===== config.mk =====
export PLATFORM = sky130hd
export DESIGN_NAME = com_bus_arbiter_flat
export DESIGN_NICKNAME = d
export VERILOG_FILES = /design/src/rtl/com_bus_arbiter_pkg.sv /design/src/rtl/com_bus_arbiter_if.sv /design/src/rtl/com_bus_rr_pick.sv /design/src/rtl/com_bus_arbiter.sv /design/src/flat_wrapper.sv
export SDC_FILE = /design/constraint.sdc
export NUM_CORES = 1
export LEC_CHECK = 0
export CORE_UTILIZATION = 45
export DETAILED_ROUTE_END_ITERATION = 7
export GPL_ROUTABILITY_DRIVEN = 0
export HOLD_SLACK_MARGIN = 0.06
export PLACE_DENSITY_LB_ADDON = 0.08
export SYNTH_ARGS = -nofsm -noshare
export SYNTH_HDL_FRONTEND = slang
export SYNTH_SLANG_ARGS = --single-unit

===== constraint.sdc =====
create_clock -name clk -period 4.1 [get_ports clk]
set_clock_uncertainty 0.1 [all_clocks]
set_input_delay 0.615 -clock clk [delete_from_list [all_inputs] [get_ports clk]]
set_output_delay 0.615 -clock clk [all_outputs]
set_load 0.01 [all_outputs]

===== src/rtl/com_bus_arbiter_pkg.sv =====
// Shared cache-cluster package: arbiter state encoding, requester counts and address width.
// Also provides the round-robin pointer advance used when COM_BUS_ARB_RR_EN is defined.
`ifndef ADDRESSSIZE
`define ADDRESSSIZE 32
`endif

package com_bus_arbiter_pkg;

    localparam int N_PROC_DEF  = 8;
    localparam int N_SNOOP_DEF = 4;
    localparam int ADDR_SIZE   = `ADDRESSSIZE;

    typedef enum logic [2:0] {
        IDLE    = 3'd0,
        OWN     = 3'd1,
        OWN_SNP = 3'd2,
        DRAIN   = 3'd3,
        TURN    = 3'd4
    } arb_state_e;

    // Pointer moves just past the last winner, wrapping at the requester count.
    function automatic logic [2:0] next_ptr(input logic [2:0] idx, input int n);
        return (int'(idx) == n - 1) ? 3'd0 : idx + 3'd1;
    endfunction

endpackage


===== src/rtl/com_bus_arbiter_if.sv =====
// Request/grant bundle between the cluster caches (master) and the common-bus arbiter (slave).
interface com_bus_arbiter_if #(
    parameter int N_PROC  = 8,
    parameter int N_SNOOP = 4
);
    logic [N_PROC-1:0]  Com_Bus_Req_proc;
    logic [N_PROC-1:0]  Com_Bus_Gnt_proc;
    logic [N_SNOOP-1:0] Com_Bus_Req_snoop;
    logic [N_SNOOP-1:0] Com_Bus_Gnt_snoop;
    logic               Bus_busy;
    logic [2:0]         Gnt_owner;

    modport master (
        output Com_Bus_Req_proc,
        output Com_Bus_Req_snoop,
        input  Com_Bus_Gnt_proc,
        input  Com_Bus_Gnt_snoop,
        input  Bus_busy,
        input  Gnt_owner
    );

    modport slave (
        input  Com_Bus_Req_proc,
        input  Com_Bus_Req_snoop,
        output Com_Bus_Gnt_proc,
        output Com_Bus_Gnt_snoop,
        output Bus_busy,
        output Gnt_owner
    );
endinterface


===== src/rtl/com_bus_rr_pick.sv =====
// Combinational masked priority picker: first requester at or above ptr wins, else lowest index.
// Tying ptr to 0 gives plain fixed priority.
module com_bus_rr_pick #(
    parameter int N  = 8,
    parameter int IW = 3
) (
    input  logic [N-1:0]  req,
    input  logic [IW-1:0] ptr,
    output logic [N-1:0]  gnt,
    output logic [IW-1:0] idx,
    output logic          any
);
    logic [N-1:0] mask;
    logic [N-1:0] masked;
    logic [N-1:0] sel;
    logic         found;

    generate
        for (genvar gi = 0; gi < N; gi++) begin : g_mask
            assign mask[gi] = (ptr <= IW'(gi));
        end
    endgenerate

    assign masked = req & mask;
    assign sel    = (|masked) ? masked : req;
    assign any    = |req;

    always_comb begin
        gnt   = '0;
        idx   = '0;
        found = 1'b0;
        for (int i = 0; i < N; i++) begin
            if (sel[i] && !found) begin
                gnt[i] = 1'b1;
                idx    = IW'(i);
                found  = 1'b1;
            end
        end
    end
endmodule


===== src/rtl/com_bus_arbiter.sv =====
// Common-bus arbiter: processor ownership, nested snoop grant and one turnaround cycle between owners.
// Define COM_BUS_ARB_RR_EN for round-robin processor priority; default build is fixed priority.
module com_bus_arbiter
    import com_bus_arbiter_pkg::*;
#(
    parameter int N_PROC  = N_PROC_DEF,
    parameter int N_SNOOP = N_SNOOP_DEF
) (
    input  logic               clk,
    input  logic               rst_n,
    com_bus_arbiter_if.slave   bus
);
    localparam int SW = (N_SNOOP > 1) ? $clog2(N_SNOOP) : 1;

    localparam logic [2:0] ST_IDLE    = IDLE;
    localparam logic [2:0] ST_OWN     = OWN;
    localparam logic [2:0] ST_OWN_SNP = OWN_SNP;
    localparam logic [2:0] ST_DRAIN   = DRAIN;
    localparam logic [2:0] ST_TURN    = TURN;

    logic [2:0]         state_reg, state_next;
    logic [N_PROC-1:0]  gnt_proc_reg, gnt_proc_next;
    logic [N_SNOOP-1:0] gnt_snoop_reg, gnt_snoop_next;
    logic [2:0]         owner_reg, owner_next;
    logic [SW-1:0]      snp_idx_reg, snp_idx_next;

    logic [2:0]         pick_ptr;
    logic [N_PROC-1:0]  proc_gnt;
    logic [2:0]         proc_idx;
    logic               proc_any;
    logic [N_SNOOP-1:0] snp_gnt;
    logic [SW-1:0]      snp_idx;
    logic               snp_any;
    logic               owner_req;
    logic               snooper_req;

    com_bus_rr_pick #(.N(N_PROC), .IW(3)) u_proc_pick (
        .req (bus.Com_Bus_Req_proc),
        .ptr (pick_ptr),
        .gnt (proc_gnt),
        .idx (proc_idx),
        .any (proc_any)
    );

    com_bus_rr_pick #(.N(N_SNOOP), .IW(SW)) u_snoop_pick (
        .req (bus.Com_Bus_Req_snoop),
        .ptr ('0),
        .gnt (snp_gnt),
        .idx (snp_idx),
        .any (snp_any)
    );

`ifdef COM_BUS_ARB_RR_EN
    logic [2:0] ptr_reg;

    always_ff @(posedge clk or negedge rst_n) begin
        if (!rst_n) begin
            ptr_reg <= '0;
        end else if (state_reg == ST_IDLE && proc_any) begin
            ptr_reg <= next_ptr(proc_idx, N_PROC);
        end
    end

    assign pick_ptr = ptr_reg;
`else
    assign pick_ptr = '0;
`endif

    assign owner_req   = bus.Com_Bus_Req_proc[owner_reg];
    assign snooper_req = bus.Com_Bus_Req_snoop[snp_idx_reg];

    always_comb begin
        state_next     = state_reg;
        gnt_proc_next  = gnt_proc_reg;
        gnt_snoop_next = gnt_snoop_reg;
        owner_next     = owner_reg;
        snp_idx_next   = snp_idx_reg;
        case (state_reg)
            ST_IDLE: begin
                if (proc_any) begin
                    state_next    = ST_OWN;
                    gnt_proc_next = proc_gnt;
                    owner_next    = proc_idx;
                end
            end
            ST_OWN: begin
                // Owner release wins over a coincident snoop request: no snoop outside a transaction.
                if (!owner_req) begin
                    state_next    = ST_TURN;
                    gnt_proc_next = '0;
                    owner_next    = '0;
                end else if (snp_any) begin
                    state_next     = ST_OWN_SNP;
                    gnt_snoop_next = snp_gnt;
                    snp_idx_next   = snp_idx;
                end
            end
            ST_OWN_SNP: begin
                if (!owner_req && !snooper_req) begin
                    state_next     = ST_TURN;
                    gnt_proc_next  = '0;
                    gnt_snoop_next = '0;
                    owner_next     = '0;
                end else if (!owner_req) begin
                    state_next    = ST_DRAIN;
                    gnt_proc_next = '0;
                    owner_next    = '0;
                end else if (!snooper_req) begin
                    state_next     = ST_OWN;
                    gnt_snoop_next = '0;
                end
            end
            ST_DRAIN: begin
                if (!snooper_req) begin
                    state_next     = ST_TURN;
                    gnt_snoop_next = '0;
                end
            end
            ST_TURN: begin
                state_next = ST_IDLE;
            end
            default: begin
                state_next     = ST_IDLE;
                gnt_proc_next  = '0;
                gnt_snoop_next = '0;
                owner_next     = '0;
            end
        endcase
    end

    always_ff @(posedge clk or negedge rst_n) begin
        if (!rst_n) begin
            state_reg     <= ST_IDLE;
            gnt_proc_reg  <= '0;
            gnt_snoop_reg <= '0;
            owner_reg     <= '0;
            snp_idx_reg   <= '0;
        end else begin
            state_reg     <= state_next;
            gnt_proc_reg  <= gnt_proc_next;
            gnt_snoop_reg <= gnt_snoop_next;
            owner_reg     <= owner_next;
            snp_idx_reg   <= snp_idx_next;
        end
    end

    assign bus.Com_Bus_Gnt_proc  = gnt_proc_reg;
    assign bus.Com_Bus_Gnt_snoop = gnt_snoop_reg;
    assign bus.Bus_busy          = (state_reg != ST_IDLE);
    assign bus.Gnt_owner         = owner_reg;
endmodule

===== src/flat_wrapper.sv =====
// flat-port wrapper written by rule: the top's interface ports become plain ports
module com_bus_arbiter_flat import com_bus_arbiter_pkg::*;
#(
    parameter int N_PROC  = N_PROC_DEF,
    parameter int N_SNOOP = N_SNOOP_DEF
)
  (clk, rst_n, bus_Com_Bus_Req_proc, bus_Com_Bus_Req_snoop, bus_Com_Bus_Gnt_proc, bus_Com_Bus_Gnt_snoop, bus_Bus_busy, bus_Gnt_owner);
  com_bus_arbiter_if #(.N_PROC(N_PROC), .N_SNOOP(N_SNOOP)) bus_i ();
  input  logic clk;
  input  logic rst_n;
  input wire logic [$bits(bus_i.Com_Bus_Req_proc)-1:0] bus_Com_Bus_Req_proc;
  input wire logic [$bits(bus_i.Com_Bus_Req_snoop)-1:0] bus_Com_Bus_Req_snoop;
  output wire logic [$bits(bus_i.Com_Bus_Gnt_proc)-1:0] bus_Com_Bus_Gnt_proc;
  output wire logic [$bits(bus_i.Com_Bus_Gnt_snoop)-1:0] bus_Com_Bus_Gnt_snoop;
  output wire logic [$bits(bus_i.Bus_busy)-1:0] bus_Bus_busy;
  output wire logic [$bits(bus_i.Gnt_owner)-1:0] bus_Gnt_owner;
  assign bus_i.Com_Bus_Req_proc = bus_Com_Bus_Req_proc;
  assign bus_i.Com_Bus_Req_snoop = bus_Com_Bus_Req_snoop;
  assign bus_Com_Bus_Gnt_proc = bus_i.Com_Bus_Gnt_proc;
  assign bus_Com_Bus_Gnt_snoop = bus_i.Com_Bus_Gnt_snoop;
  assign bus_Bus_busy = bus_i.Bus_busy;
  assign bus_Gnt_owner = bus_i.Gnt_owner;
  com_bus_arbiter #(.N_PROC(N_PROC), .N_SNOOP(N_SNOOP)) u_core (.clk(clk), .rst_n(rst_n), .bus(bus_i));
endmodule

# Word level (Yosys, flattened, before mapping)
# Cells that the tools add are included.
[totals] ff_bits=20 out_inout_bits=16 wordCells=109
[op_classes] order_cmp=2 n_eq_ne=11 mux=56 n_bitwise=2 n_reduce_logical=33
[op_table] cell="$mux W3" n=16
[op_table] cell="$pmux W8 S4" n=1
[op_table] cell="$mux W1" n=24
[op_table] cell="$mux W8" n=3
[op_table] cell="$pmux W3 S4" n=2
[op_table] cell="$mux W4" n=5
[op_table] cell="$pmux W4 S4" n=1
[op_table] cell="$logic_not A1 Y1" n=12
[op_table] cell="$logic_and A1 B1 Y1" n=11
[op_table] cell="$reduce_and A4 Y1" n=2
[op_table] cell="$reduce_or A8 Y1" n=1
[op_table] cell="$eq A3 B2 Y1 const B" n=2
[op_table] cell="$ne A2 B1 Y1 const B" n=3
[op_table] cell="$lt A3 B4 Y1 const B" n=1
[op_table] cell="$mux W2" n=2
[op_table] cell="$ne A4 B4 Y1 const B" n=1
[op_table] cell="$reduce_or A2 Y1" n=2
[op_table] cell="$reduce_or A4 Y1" n=1
[op_table] cell="$bmux W1 S3" n=1
[op_table] cell="$eq A3 B1 Y1 const B" n=1
[op_table] cell="$eq A3 B3 Y1 const B" n=1
[op_table] cell="$logic_not A3 Y1" n=1
[op_table] cell="$lt A2 B3 Y1 const B" n=1
[op_table] cell="$ne A3 B1 Y1 const B" n=1
[op_table] cell="other kinds (7)" n=8

# Logic depth before layout (Yosys ltp)
# Gate-level depths: netlist (run 1).
[depth] word_depth=24 depth_mapped=7 mapped_depth_nobuf=6

# Hierarchy
# From an unflattened synthesis (run 1), not the netlist that was laid out.
[hier_totals] cells_unflattened=193 area_unflattened_um2=1709.1
[by_module_without_submodules] module="com_bus_arbiter" n_inst=1 cells_each=100 area_per_inst_um2=1122.3 seq_area_each_um2=500.5
[by_module_without_submodules] module="com_bus_rr_pick (u_core.u_proc_pick)" n_inst=1 cells_each=64 area_per_inst_um2=422.9 seq_area_each_um2=0.0
[by_module_without_submodules] module="com_bus_rr_pick (u_core.u_snoop_pick)" n_inst=1 cells_each=29 area_per_inst_um2=163.9 seq_area_each_um2=0.0

# Worst setup path before layout (run 1)
# OpenSTA, ideal clock, no wires.
[synth_path] kind="input -> register" startpoint="input port bus_Com_Bus_Req_proc[2]" endpoint="register u_core.gnt_snoop_reg[2] (netlist: u_core.bus.Com_Bus_Gnt_snoop[2])" arrival_ns=1.996 required_ns=3.882 path_slack_ns=1.886 cell_stages=5 n_path_buf=0 path_cell_list="mux4_1 > mux2_4 > a211oi_4 > nor3_1 > o2bb2a_4"
[synth_via] elab_chain_len=6
[synth_rtl] element="start: declaration" line_no="flat_wrapper.sv:11" rtl="input wire logic [$bits(bus_i.Com_Bus_Req_proc)-1:0] bus_Com_Bus_Req_proc;"
[synth_rtl] element="$bmux W1 S3 (*)" line_no="com_bus_arbiter.sv:69" rtl="assign owner_req = bus.Com_Bus_Req_proc[owner_reg];"
[synth_rtl] element="$mux W1 (not written as such) (*)" line_no="com_bus_arbiter.sv:69"
[synth_rtl] element="$logic_not A1 Y1"
[synth_rtl] element="$logic_and A1 B1 Y1" line_no="com_bus_arbiter.sv:99" rtl="if (!owner_req && !snooper_req) begin"
[synth_rtl] element="$ne A3 B1 Y1 (no line) / $mux W4 (equally long branches)"
[synth_rtl] element="$reduce_and A4 Y1 (no line) / $pmux W4 S4 (equally long branches)"
[synth_rtl] element="end signal: assignment" line_no="com_bus_arbiter.sv:141" rtl="gnt_snoop_reg <= gnt_snoop_next;"
[synth_rtl] element="end: declaration" line_no="com_bus_arbiter.sv:23" rtl="logic [N_SNOOP-1:0] gnt_snoop_reg, gnt_snoop_next;"
# Mark *: on every way between the ends. The rest lies on a longest branch, timed or not. The select of a mux whose other input is x is not followed.
# A chain may end at the register's enable or synchronous reset.

# Worst setup path after layout (run 1)
[layout_path] startpoint="register u_core.state_reg[1]" endpoint="output port bus_Bus_busy"
[layout_via] elab_chain_len=1
[layout_rtl] element="start: declaration" line_no="com_bus_arbiter.sv:21" rtl="logic [2:0] state_reg, state_next;"
[layout_rtl] element="start signal: assignment" line_no="com_bus_arbiter.sv:139" rtl="state_reg <= state_next;"
[layout_rtl] element="$reduce_bool A3 Y1" line_no="com_bus_arbiter.sv:149" rtl="assign bus.Bus_busy = (state_reg != ST_IDLE);"
[layout_rtl] element="end: declaration" line_no="flat_wrapper.sv:15" rtl="output wire logic [$bits(bus_i.Bus_busy)-1:0] bus_Bus_busy;"
# Every way passes these cells.

==> results of run 1 <==
## power breakdown
part | internal, W | switching (W)
Sequential | 0.000250 | 0.0000777
Combinational | 0.000227 | 0.000205
Clock | 0.0000541 | 0.0000615
Total | 0.000531 | 0.000344
## worst max path at each step
stage | end | slack (ns) | cells after the start
after floorplan | u_core.bus.Com_Bus_Gnt_snoop[2] | 1.89 | 5
after global placement | u_core.bus.Com_Bus_Gnt_snoop[2] | 1.25 | 6
after detailed placement | u_core.bus.Com_Bus_Gnt_snoop[2] | 1.23 | 6
after CTS | bus_Bus_busy | 1.45 | 3
after global routing | bus_Bus_busy | 1.34 | 3
final | bus_Bus_busy | 1.45 | 3
## stage by stage
step / worst slack [ns] / util, %
floorplan: 1.89 / -
global placement: 1.25 / 60.7
detailed placement: 1.23 / 60.7
CTS: 1.45 / 62.1
global route: 1.34 / 62.1
finish: 1.45 / 62.1
## worst max-delay path: cells and delay by family (launching register included)
kind / cells / cell delay, ns
flip-flops: 1 / 0.56
buffers and inverters: 2 / 0.63
AND/OR/NAND/NOR: 1 / 0.44
## metal layers
layer  up-vias  share of wire (%)  GRT usage [%]
met3         2                3.3           2.82
met4         0               0.66           5.26
met2        23                 44           31.9
met1       491                 52           30.3
li1        494                  -              -
met5         -                  0              0
## synthesized netlist by cell type, drive strengths merged (2+ instances only)
cell / n / area, µm²
dfrtp: 20 / 500
nor2: 9 / 33.8
inv: 7 / 26.3
nand2: 7 / 28.8
o21ai: 7 / 42.5
a22o: 6 / 52.6
nor3: 6 / 30.0
a21oi: 4 / 20.0
mux4: 4 / 97.6
a211oi: 3 / 35.0
and3: 3 / 18.8
mux2: 3 / 37.5
nand2b: 3 / 18.8
nand3: 3 / 15.0
a21o: 2 / 15.0
a2bb2oi: 2 / 17.5
a31oi: 2 / 27.5
a32o: 2 / 20.0
buf: 2 / 7.51
o31ai: 2 / 15.0
## area by class of cell
type | count | area (µm²)
Tap cell | 30 | 37.5
Clock buffer | 4 | 36.3
Multi-Input combinational cell | 83 | 662
Inverter | 7 | 26.3
Fill cell | 207 | 947
Timing Repair Buffer | 29 | 290
Sequential cell | 20 | 500
## logic make-up (layout without fill, tap and decap cells)
| logic type | Yosys count | count (layout) | share of synthesized area (%) |
|---|---|---|---|
| AOI/OAI and AO/OA | 36 | 36 | 26.3 |
| xor gates and xnor gates | 1 | 1 | 0.730 |
| buffers and inverters | 10 | 40 | 3.13 |
| DFF | 20 | 20 | 41.7 |
| muxes | 7 | 7 | 11.3 |
| and+or+nand+nor | 39 | 39 | 16.9 |
==> results summary, run 1 <==
The run finished with clean final reports. The clock network latency to the later pin of the worst-skew pair came out at 0.30 ns. The total number of nets in the final design is 158. The final-report max-slew violation count is 0. The synthesis-to-layout area growth came out at 29.4%.

The clock slew at the register clock pins of the worst setup and hold paths came out at 0.12 ns. The register with the most flip-flops in the layout has 8 of them. The required time at the endpoint of the critical path came out at 3.38 ns. Leaving out fill and tap cells, the most frequent cell in the layout is clkdlybuf4s50_1. The post-synthesis sequential area ratio came out at 41.7%. The first global-routing pass estimated 4280 µm of wire. During synthesis, Yosys emitted a total of 0 warnings.

The I/O pin count is 30. The remaining routing DRC violations is 0. Setup slack on the worst reg-to-reg path comes out at 1.89 ns. Measured along the x axis, the die boundary spans 53.6 µm.

The all-layer global routing usage came out at 20.7%. For the pin with the worst max-slew slack, the measured transition is 0.863 ns. The dominant synthesized flop cell is dfrtp_1.

In this run the remaining antenna-violating nets after routing total 0. Based on the critical path, the design can be clocked at up to 378 MHz. After synthesis the netlist holds a flip-flop and latch count of 20.

The hold violation count in the final report came out at 0. TritonCTS built the clock tree. STA classifies the critical path startpoint as a flip-flop. The placed wire-length estimate after detailed placement came out at 1960 µm. The final number of setup-violating endpoints is 0. The clock passes through at most 2 buffers. The vias after detailed routing came out at 1010. The signal arrival time at the worst endpoint came out at 1.93 ns.

On the final layout, the worst hold slack is 0.413 ns. The count of input and output buffers came out at 29. In this run, synthesis inferred 0 flip-flops with an integrated enable. The path class of the tightest hold or removal check is reg -> reg.

The number of levels in the clock H-tree came out at 1. Averaged over all synthesized cells, the footprint is 10.6 µm². Synthesis produced a netlist with a net count of 127. The initial cell density of the core is 48.0%.

For hold timing, the worst endpoint is u_core.bus.Com_Bus_Gnt_proc[7]. The distinct cell type count after synthesis is 42. The area after detailed placement came out at 1520 µm². The total wirelength of the detailed-routed design came out at 2590 µm. Gates resized during post-CTS repair numbered 0.

The slowest cell on the critical path is dfrtp_1. Traced cell by cell, the critical path runs through nor3_1 > inv_1 > clkdlybuf4s50_1. The first-iteration detailed-routing DRC count is 20.

The number of maximum-capacitance violations is 0. In this run the critical register-to-register path is captured at u_core.bus.Com_Bus_Gnt_snoop[2]. For the finished layout, the period the worst path requires is 2.65 ns.

The average vias per placed instance came out at 5.84. After global routing the overflow that remains totals 0. The height of the chip is 53.6 µm. The synthesized netlist occupies a cell area of 1200 µm². The total design power came out at 0.000875 W.

The post-route standard cell area excluding fillers came out at 1550 µm². Leaving out fill and tap cells, the most frequent cells in the layout are 29 x clkdlybuf4s50_1, 20 x dfrtp_1, 9 x nor2_1. The static leakage came out at 0.658 nW. On the worst path, the slowest cell contributes a delay of 0.56 ns.

The number of global-route vias before repair is 912. Of all nets on the critical path, the largest fanout is 12. The worst ir drop on vdd came out at 0.000386 V.

CTS saw 20 sinks. The synthesized instance count is 113. The floorplan step defined a core boundary enclosing 2500 µm². The total clock buffers created by CTS is 3. The number of hold buffers added after CTS was 0. The total iterations of the first detailed-routing run is 4. The cell count of the worst hold path came out at 1. The reg-to-reg startpoint is u_core.bus.Gnt_owner[1]. The most critical setup path has its startpoint at u_core.state_reg[1]. After detailed routing, the average wire length per cell comes to 14.9 µm. The number of antenna cells inserted came out at 0.

The worst setup path is captured at an output pin. The critical path is of the reg -> out type. The number of antenna violations at the first check in global routing came out at 0. The largest net degree at the start of global routing is 21. In this run the power density over the cells is 563 nW/µm².

Setup repair after global routing left no endpoint under its margin. The post-route setup TNS came out at 0 ns. The share of post-route cells with drive strength above 1 is 11.9%. The depth of the worst register-to-register path came out at 5. The share of flip-flops with an asynchronous set or reset after synthesis came out at 100%. The number of core rows is 18. The post-CTS setup buffer count is 0. The share of the clock period used by the worst path came out at 64.5%.

The worst max-slew margin expressed relative to the limit is 42.3%. The die area came out at 2880 µm². Counting tap cells, the placed design contains a total of 169 instances. The count of placed standard cells in the final layout, fillers left out came out at 173. The clock root buffer master is clkbuf_4. The startpoint identified for the worst hold timing path is u_core.bus.Com_Bus_Gnt_proc[7].
Note: power is estimated with default switching activity, not from simulation.
==> inputs of run 2 (changes only) <==
- CORE_UTILIZATION: 45 -> 43
- clock period: 4.1 -> 2.3 ns (I/O delays scaled with it)
==> run 2 against run 1 <==
Compared with the run above:
- register-to-register slack worse by 1.8 ns
- clock power is 82% higher
- final cell count is 9.2% higher
- critical path type is now reg -> reg
- largest cell class unchanged
- highest routed layer unchanged
==> results summary, run 2 (synthesis results as in run 1) <==
The maximum clock insertion buffer count is 2. The highest clock frequency the design can meet came out at 456 MHz. The worst reg2reg path endpoint is u_core.bus.Com_Bus_Gnt_snoop[2].

The internal power component is 0.00100 W. STA classifies the critical path endpoint as a flip-flop. The final number of setup-violating endpoints came out at 0.

The I/O pin count came out at 30. The final global-route overflow total came out at 0. The number of antenna violations at the first check in global routing came out at 0.

For this design, the sink count on the clock tree is 20. The post-route standard cell area excluding fillers came out at 1680 µm². The first-iteration detailed-routing DRC count came out at 13.

The global-route wire length before repair is 4730 µm. Headroom to the max-slew limit came out at 70.3%. The hold violation count in the final report came out at 0. The slew at the pin closest to its max-slew limit is 0.442 ns.

The number of global-route vias before repair came out at 1026. The power spent charging and discharging nets came out at 0.000651 W. The width of the die is 54.8 µm. The final-report max-slew violation count came to 0.

The reg-to-reg startpoint is u_core.bus.Gnt_owner[1]. The worst ir drop on vdd is 0.000622 V. The post-placement cell count is 185. The clock network latency to the later pin of the worst-skew pair came out at 0.31 ns. For the worst setup path, the data required time is 2.41 ns.

In the routed layout, each cell is associated on average with a via count of 5.78. The number of antenna cells inserted came out at 0. TritonCTS built the clock tree. The routed length per placed instance came out at 15.7 µm. Counting I/O delays and the setup requirement, the final critical path takes 2.19 ns. Row generation in the floorplan step produced 18 rows.

STA classifies the critical path startpoint as a flip-flop. The total clock buffers created by CTS came out at 3. The proportion of power drawn by the clock network came out at 12.7%.

The number of maximum-capacitance violations came out at 0. After clock tree synthesis, the clock-pin slew on the worst setup and hold paths is 0.12 ns. The switching share of power is 39.3%.

The total wirelength of the detailed-routed design came out at 2960 µm. The die is 54.8 µm tall. For this configuration, the core starts out at a cell density of 46.7%. The placed wire-length estimate after detailed placement is 2210 µm. The run finished with clean final reports. The register with the most flip-flops in the layout has 8 of them. CTS placed an instance of clkbuf_4 at the clock tree root. In this run the static leakage power is 0.738 nW. The combinational cell fraction of total power is 52.6%. In this run the number of H-tree levels came out at 1. The largest net degree at the start of global routing is 21. The share of post-route cells with drive strength above 1 came out at 22.0%. Before antenna repair, the detailed router went through 4 iterations. The kind of path behind the tightest hold check is in -> async.

The final layout contains 174 nets. The placed instances occupy a cell area of 1640 µm². The count of placed standard cells in the final layout, fillers left out came out at 189.

The all-layer global routing usage came out at 22.2%. Setup total negative slack on the finished layout was measured at 0 ns. The post-detailed-route count of antenna-violating nets came out at 0.

The signal arrival time at the worst endpoint is 2.30 ns. The share of the clock period used by the worst path is 95.3%. The core area is 2570 µm². The vias after detailed routing came out at 1092. Leaving out fill and tap cells, the most frequent cells in the layout are 29 x clkdlybuf4s50_1, 19 x dfrtp_1, 16 x buf_4. The register-to-register setup slack came out at 0.11 ns.

The area growth from synthesis to layout is 39.9%. Of all nets on the critical path, the largest fanout is 10. Per report_power, the sequential group accounts for 34.7% of the total. The die area came out at 3010 µm². Setup repair after global routing left no endpoint under its margin. After detailed routing, the number of remaining DRC violations is 0.

Port buffering added 29 buffers. The areal power density over the cells came out at 986 nW/µm². Measured in cells, the most critical reg-to-reg path has a length of 5. The setup path with the least slack is of type reg -> reg. Leaving out fill and tap cells, the most frequent cell in the layout is clkdlybuf4s50_1. The count of hold buffers inserted by post-cts repair came out at 0.
[run 2: cell count changes in the layout (fill, tap and decap cells not counted)]
cell	before	now
buf_4	0	16
dfrtp_1	20	19
dfrtp_2	0	1
nor3_1	6	5
nor3_2	0	1
[run 2: stage by stage]
| stage | hold WS [ns] | setup WS, ns | power, W | util [%] |
|---|---|---|---|---|
| 2_1_floorplan | -0.0506 | 0.169 | 0.00109 | - |
| 3_3_place_gp | 0.385 | -0.179 | 0.00143 | 63.7 |
| 3_5_place_dp | 0.399 | -0.204 | 0.00143 | 63.7 |
| 4_1_cts | 0.275 | 0.0639 | 0.00165 | 65.2 |
| 5_1_grt | 0.312 | 0.0179 | 0.00177 | 65.4 |
| 6_report | 0.269 | 0.108 | 0.00166 | 65.4 |
[run 2: worst max-delay path by stage]
| stage | cells after the start | end | start | slack (ns) |
|---|---|---|---|---|
| after floorplan | 5 | u_core.bus.Com_Bus_Gnt_snoop[2] | u_core.bus.Gnt_owner[1] | 0.17 |
| after global placement | 6 | u_core.bus.Com_Bus_Gnt_proc[6] | bus_Com_Bus_Req_proc[4] | -0.18 |
| after detailed placement | 6 | u_core.bus.Com_Bus_Gnt_snoop[2] | bus_Com_Bus_Req_proc[4] | -0.20 |
| after CTS | 5 | u_core.bus.Com_Bus_Gnt_snoop[2] | u_core.bus.Gnt_owner[1] | 0.06 |
| after global routing | 5 | u_core.bus.Com_Bus_Gnt_snoop[2] | u_core.bus.Gnt_owner[1] | 0.02 |
| final | 5 | u_core.bus.Com_Bus_Gnt_snoop[2] | u_core.bus.Gnt_owner[1] | 0.11 |
[run 2: metal layers]
metal	share of wire (%)	vias up	global-route usage, %	wire, µm
met5	0	-	0	0
met4	0.64	0	5.98	19
met3	3.7	2	2.78	108
met2	44	26	32.3	1310
met1	51	540	33.9	1520
li1	-	524	-	-
[run 2: final cells by class]
type,count,area (µm²)
Fill cell,226,888
Multi-Input combinational cell,83,667
Sequential cell,20,502
Timing Repair Buffer,45,410
Tap cell,30,37.5
Clock buffer,4,36.3
Inverter,7,26.3
[run 2: power groups by stage]
stage / Clock [W] / Sequential [W] / Combinational, W
finish: 0.000211 / 0.000575 / 0.000870
global route: 0.000232 / 0.000592 / 0.000949
CTS: 0.000219 / 0.000569 / 0.000867
detailed placement: 0 / 0.000575 / 0.000859
global placement: 0 / 0.000571 / 0.000855
floorplan: 0 / 0.000544 / 0.000548
[run 2: critical path: stages, from the launching register on]
cell      delay [ns]
dfrtp_2         0.44
mux4_1          0.58
mux2_4          0.34
nor4b_1         0.28
nor3_1          0.12
o2bb2a_4        0.23
[run 2: repair_timing]
action,4_1_cts,5_1_grt
endpoints found under the setup margin,0,6
resized for setup,0,2
endpoints found under the hold margin,0,0
setup buffers,0,0
